==> src/rtl/issue_unit_pkg.sv <==
// Shared constants for the issue path: unit codes, instruction field positions and helpers.
// Kept in one place so fetch, decode and the reservation stations agree on the encoding.
package issue_unit_pkg;

    localparam int REG_SIZE  = 6;
    localparam int WORD_SIZE = 32;
    localparam int INST_W    = 32;
    localparam int IMM_W     = 16;

    localparam int UNIT_MSB   = 31;
    localparam int UNIT_LSB   = 29;
    localparam int HASIMM_BIT = 28;
    localparam int REG1_LSB   = 22;
    localparam int REG2_LSB   = 16;
    localparam int REG3_LSB   = 10;

    localparam logic [2:0] UNIT_LW   = 3'b000;
    localparam logic [2:0] UNIT_SW   = 3'b001;
    localparam logic [2:0] UNIT_ADD  = 3'b010;
    localparam logic [2:0] UNIT_MUL  = 3'b011;
    localparam logic [2:0] UNIT_MV   = 3'b100;
    localparam logic [2:0] UNIT_HALT = 3'b101;

    typedef enum logic [2:0] {
        S_IDLE,
        S_ISSUE,
        S_WAIT,
        S_BACKOFF,
        S_HALTING,
        S_HALTED
    } state_e;

    typedef struct packed {
        logic [2:0]           unit;
        logic                 hasimm;
        logic [REG_SIZE-1:0]  reg1;
        logic [REG_SIZE-1:0]  reg2;
        logic [REG_SIZE-1:0]  reg3;
        logic [WORD_SIZE-1:0] imm;
    } issue_fields_t;

    function automatic logic [15:0] sat_inc(input logic [15:0] v);
        return (v == 16'hFFFF) ? v : v + 16'd1;
    endfunction

endpackage

==> src/rtl/issue_decode.sv <==
// Pure combinational split of an instruction word into the RS issue fields.
// Opcodes 110/111 have no functional unit and are flagged illegal.
module issue_decode
    import issue_unit_pkg::*;
(
    input  logic [INST_W-1:0] inst,
    output issue_fields_t     fields,
    output logic              illegal
);

    always_comb begin
        fields.unit   = inst[UNIT_MSB:UNIT_LSB];
        fields.hasimm = inst[HASIMM_BIT];
        fields.reg1   = inst[REG1_LSB +: REG_SIZE];
        fields.reg2   = inst[REG2_LSB +: REG_SIZE];
        fields.reg3   = inst[REG3_LSB +: REG_SIZE];
        fields.imm    = {{(WORD_SIZE-IMM_W){inst[IMM_W-1]}}, inst[IMM_W-1:0]};
        illegal       = (inst[UNIT_MSB -: 2] == 2'b11);
    end

endmodule

==> src/rtl/issue_unit.sv <==
// In-order issuer: accepts one decoded instruction, strobes it into the RS, retries with
// backoff on "full", times out a silent RS, and sequences halt until the stations drain.
module issue_unit
    import issue_unit_pkg::*;
#(
    parameter int BACKOFF      = 4,
    parameter int WAIT_TIMEOUT = 64
) (
    input  logic                 clk,
    input  logic                 rst_n,
    input  logic                 inst_valid,
    input  logic [INST_W-1:0]    inst,
    output logic                 inst_ready,
    output logic [2:0]           unit,
    output logic [REG_SIZE-1:0]  reg1,
    output logic [REG_SIZE-1:0]  reg2,
    output logic [REG_SIZE-1:0]  reg3,
    output logic                 hasimm,
    output logic [WORD_SIZE-1:0] imm,
    output logic                 enable,
    input  logic                 rs_done,
    input  logic                 rs_out,
    input  logic                 rs_idle,
    output logic                 halted,
    output logic                 err,
    output logic [15:0]          issue_cnt,
    output logic [15:0]          stall_cnt
);

    localparam int BO_W = (BACKOFF > 1) ? $clog2(BACKOFF) : 1;
    localparam int TO_W = $clog2(WAIT_TIMEOUT);

    state_e        state_reg;
    issue_fields_t fields_reg;
    issue_fields_t dec_fields;
    logic          dec_illegal;
    logic [BO_W-1:0] bo_cnt_reg;
    logic [TO_W-1:0] to_cnt_reg;

    issue_decode u_decode (
        .inst    (inst),
        .fields  (dec_fields),
        .illegal (dec_illegal)
    );

    assign unit   = fields_reg.unit;
    assign hasimm = fields_reg.hasimm;
    assign reg1   = fields_reg.reg1;
    assign reg2   = fields_reg.reg2;
    assign reg3   = fields_reg.reg3;
    assign imm    = fields_reg.imm;

    always_ff @(posedge clk or negedge rst_n) begin
        if (!rst_n) begin
            state_reg  <= S_IDLE;
            fields_reg <= '0;
            bo_cnt_reg <= '0;
            to_cnt_reg <= '0;
            enable     <= 1'b0;
            inst_ready <= 1'b0;
            halted     <= 1'b0;
            err        <= 1'b0;
            issue_cnt  <= '0;
            stall_cnt  <= '0;
        end else begin
            enable <= 1'b0;
            err    <= 1'b0;
            case (state_reg)
                S_IDLE: begin
                    inst_ready <= 1'b1;
                    if (inst_valid && inst_ready) begin
                        // Illegal words are swallowed: stay ready, flag err, issue nothing.
                        if (dec_illegal) begin
                            err <= 1'b1;
                        end else begin
                            fields_reg <= dec_fields;
                            enable     <= 1'b1;
                            inst_ready <= 1'b0;
                            state_reg  <= S_ISSUE;
                        end
                    end
                end
                S_ISSUE: begin
                    to_cnt_reg <= '0;
                    state_reg  <= S_WAIT;
                end
                S_WAIT: begin
                    // A reply in the expiry cycle still counts, so rs_done is tested first.
                    if (rs_done) begin
                        if (rs_out) begin
                            issue_cnt <= sat_inc(issue_cnt);
                            if (fields_reg.unit == UNIT_HALT) begin
                                state_reg <= S_HALTING;
                            end else begin
                                inst_ready <= 1'b1;
                                state_reg  <= S_IDLE;
                            end
                        end else begin
                            stall_cnt  <= sat_inc(stall_cnt);
                            bo_cnt_reg <= BO_W'(BACKOFF - 1);
                            state_reg  <= S_BACKOFF;
                        end
                    end else if (to_cnt_reg == TO_W'(WAIT_TIMEOUT - 1)) begin
                        err        <= 1'b1;
                        inst_ready <= 1'b1;
                        state_reg  <= S_IDLE;
                    end else begin
                        to_cnt_reg <= to_cnt_reg + 1'b1;
                    end
                end
                S_BACKOFF: begin
                    if (bo_cnt_reg == '0) begin
                        enable    <= 1'b1;
                        state_reg <= S_ISSUE;
                    end else begin
                        bo_cnt_reg <= bo_cnt_reg - 1'b1;
                    end
                end
                S_HALTING: begin
                    if (rs_idle) begin
                        halted    <= 1'b1;
                        state_reg <= S_HALTED;
                    end
                end
                S_HALTED: begin
                    inst_ready <= 1'b0;
                end
                default: begin
                    state_reg <= S_IDLE;
                end
            endcase
        end
    end

endmodule

==> config.mk <==
export PLATFORM = sky130hd
export DESIGN_NAME = issue_unit
export DESIGN_NICKNAME = d
export VERILOG_FILES = /design/src/rtl/issue_unit_pkg.sv /design/src/rtl/issue_decode.sv /design/src/rtl/issue_unit.sv
export SDC_FILE = /design/constraint.sdc
export NUM_CORES = 1
export LEC_CHECK = 0
export ABC_AREA = 1
export BUFFER_PORTS_ARGS = -buffer_cell sky130_fd_sc_hd__buf_4
export CAP_MARGIN = 10
export CORE_UTILIZATION = 52
export DETAILED_ROUTE_END_ITERATION = 7
export PLACE_DENSITY = 0.87
export SYNTH_ARGS = -nofsm -noshare
export SYNTH_HDL_FRONTEND = slang
export SYNTH_SLANG_ARGS = --single-unit
==> constraint.sdc <==
create_clock -name clk -period 2.2 [get_ports clk]
set_input_delay 0.33 -clock clk [delete_from_list [all_inputs] [get_ports clk]]
set_output_delay 0.33 -clock clk [all_outputs]
set_load 0.01 [all_outputs]
==> summary.txt <==
Outcome
  • Status: completed

Route
  • Initial DRT Pass Iterations: 4
  • Vias: 4080
  • Routed WL: 10.2 mm
  • DR vias/cell: 5.21
  • Final ANT Viol Nets: 0
  • Drt initial violations: 191
  • Drt wl/cell: 13.0 µm
  • DRC: 0

Pwr
  • Int Power: 3.54 mW
  • Combinational Power Share: 0.403
  • Power Dens Cells: 1070 mW/mm²
  • Total power: 5.75 mW
  • Pleak: 2.81 nW
  • Clk pwr share: 0.211
  • Seq pwr share: 0.386
  • Peak supply drop: 0.000681 V
  • Switching part of the total: 0.384
  • P_sw: 2.21 mW

Synthesis
  • Synth Cell Area: 0.00426 mm²
  • Syn_nets: 609
  • Yosys cell types: 27
  • #FFs+latches synth: 79
  • Mapped Cells: 567
  • Yosys warning count: 0
  • Avg Inst Size Synth: 7.50 µm²
  • Sequential fraction of the synthesis area: 0.465

Floorplanning
  • Core area: 0.00781 mm²
  • Die area: 0.00855 mm²
  • Row count: 32
  • Initial core utilization: 0.545
  • Die H: 92.5 µm
  • Total I/O pin count: 128
  • Die Wd: 92.5 µm

Setup path
  • Worst Setup Start Kind: flip-flop
  • Critical Path RT: 2440 ps
  • Critical path type: flip-flop to flip-flop
  • Worst-case reg-to-reg path depth: 9
  • Reg2reg end: issue_cnt[7]$_DFFE_PN0P_
  • CP arrival: 2130 ps
  • CP Max Fanout: 13
  • CP Cell Sequence: ha_1, inv_1, nor2_2, nand2_2, nor2_4, nor2_2, nand2_2, nand2_1, nand2_1
  • R2R Setup Slk: 310 ps
  • Crit-path slowest cell: dfrtp_1
  • Nature of the critical path endpoint: flip-flop
  • Max incr delay on CP: 430 ps
  • Reg-to-Reg Start: issue_cnt[0]$_DFFE_PN0P_

Timing
  • Final Hold Fails: 0
  • Hold_ws: 200 ps
  • Final period utilization: 0.858
  • Slew HR: 0.675
  • Final worst setup slack: 312 ps
  • Slew @ Worst Pin: 488 ps
  • RSZ-0062 raised after global routing: false
  • F_max: 0.530 GHz
  • Clock Skew: 15.1 ps
  • # setup viols final: 0
  • Period minus WS final: 1890 ps
  • Fin Setup TNS: 0 ps
  • Pins Over Slew Limit: 0

Placement
  • IO Port Bufs: 127
  • Dpl hpwl: 7.45 mm
  • Global placer's final weighted congestion: 0.870
  • Dpl ws: 104 ps

Cells and area
  • Most frequent cells in the layout: nand2_1, buf_4, dfrtp_1
  • Most common cell after layout, fill and taps aside: nand2_1
  • Layout cell share with drive strength beyond 1: 0.245
  • Nets@finish: 718
  • Antenna diodes: 0
  • Synth-to-layout area growth: 26.8%

Clocking
  • Clk_lat worst skew: 360 ps
  • CTS max path bufs: 2
  • Root Driver: clkbuf_8
  • CTS tree: done
  • # H-tree levels: 3
  • Clock sinks: 79
  • Inserted Clock Buffers: 9
  • CTS clk-pin slew, worst paths: 100 ps

Flow run
  • Max-Cap Viols: 0

Hold path
  • Worst Hold End: imm[0]$_DFFE_PN0P_
  • Min-delay worst type: primary input to flip-flop
  • Hold Startpoint: inst[0]
  • Depth of the worst hold-timing path: 3

Global routing
  • Initial antenna violation count: 0
  • First-pass GRT wire length: 17.1 mm
  • Total congestion overflow: 0
  • GRT Overall Usage: 0.252
  • Vias in the first global route: 3876
  • Pin count of the biggest net entering global routing: 48
## critical path: cells and delay by family (launching register included)
kind	cells	cell delay, ps
adders and majority gates	1	260
buffers and inverters	1	70
DFF	1	430
and+or+nand+nor	7	1010
## final cells by class
class / count / area [µm²]
clock inverter: 6 / 92.6
tap: 102 / 128
timing repair buffer: 134 / 1020
clock buffer: 10 / 128
inverter: 38 / 146
fill: 624 / 2410
multi-input combinational: 414 / 1900
sequential: 79 / 1980
## per-stage QoR
step | util | instances | instance area [µm²]
finish | 0.691 | 783 | 5400
global route | 0.691 | 783 | 5400
CTS | 0.690 | 783 | 5390
detailed placement | 0.661 | 766 | 5160
global placement | 0.661 | 766 | 5160
floorplan | - | 567 | 4260
## power by group through the flow
stage | Combinational, mW | Clock, mW | Sequential, mW
floorplan | 1.30 | 0 | 2.33
detailed placement | 2.31 | 0 | 2.24
global route | 2.58 | 1.29 | 2.28
finish | 2.32 | 1.21 | 2.22
CTS | 2.33 | 1.24 | 2.22
global placement | 2.24 | 0 | 2.22
## cells by family (layout without fill, tap and decap cells)
| logic type | Yosys count | count (layout) | synth area share |
|---|---|---|---|
| XOR/XNOR | 15 | 15 | 0.0309 |
| AND/OR/NAND/NOR | 378 | 378 | 0.381 |
| AO/OA/AOI/OAI | 17 | 17 | 0.0218 |
| flip-flops | 79 | 79 | 0.465 |
| adder cells (fa/ha/maj) | 4 | 4 | 0.0118 |
| buffers and inverters | 74 | 188 | 0.0897 |
## synth_stat cells
master / instances / share of area
xnor2_1: 11 / 0.023
inv_2: 3 / 0.0026
nor3_1: 2 / 0.0024
nand2_1: 234 / 0.21
o22ai_1: 1 / 0.0015
nor2_1: 48 / 0.042
nor2_2: 3 / 0.0044
o21ai_0: 10 / 0.012
xor2_1: 4 / 0.0082
ha_1: 4 / 0.012
buf_2: 5 / 0.0059
nor2_4: 3 / 0.0079
dfrtp_1: 79 / 0.46
inv_1: 34 / 0.030
a21oi_1: 4 / 0.0047
clkinv_1: 1 / 0.00088
a31o_2: 1 / 0.0021
nand3b_1: 5 / 0.0088
clkbuf_1: 6 / 0.0053
nand2_2: 3 / 0.0044
a22oi_1: 1 / 0.0018
nand3_1: 63 / 0.074
nand4_1: 14 / 0.021
nand3_2: 1 / 0.0024
buf_4: 24 / 0.042
buf_6: 1 / 0.0026
nor3_4: 2 / 0.0076
## timing repair
item / CTS / global route
hold buffers: 1 / 0
endpoints found under the setup margin: 0 / 14
buffers inserted: 0 / 0
resized for setup: 0 / 2
endpoints found under the hold margin: 32 / 0
## how the worst max path moves through the flow
stage	start	endpoint	slack (ps)	depth (start not counted)
after floorplan	stall_cnt[0]$_DFFE_PN0P_	stall_cnt[0]$_DFFE_PN0P_	540	11
after global placement	issue_cnt[0]$_DFFE_PN0P_	issue_cnt[1]$_DFFE_PN0P_	160	9
after detailed placement	issue_cnt[0]$_DFFE_PN0P_	issue_cnt[7]$_DFFE_PN0P_	100	9
after CTS	issue_cnt[0]$_DFFE_PN0P_	issue_cnt[7]$_DFFE_PN0P_	60	9
after global routing	stall_cnt[0]$_DFFE_PN0P_	stall_cnt[2]$_DFFE_PN0P_	110	10
final	issue_cnt[0]$_DFFE_PN0P_	issue_cnt[7]$_DFFE_PN0P_	310	9
## per-layer routing
metal	up-vias	wire length, µm	global-route usage	share of wire
met5	-	0	0	0
met3	16	614	0.0550	0.060
met2	150	5150	0.440	0.51
met4	0	195	0.0990	0.019
li1	1999	-	-	-
met1	1915	4220	0.303	0.41
No activity file was read; power rests on OpenSTA's default activity.
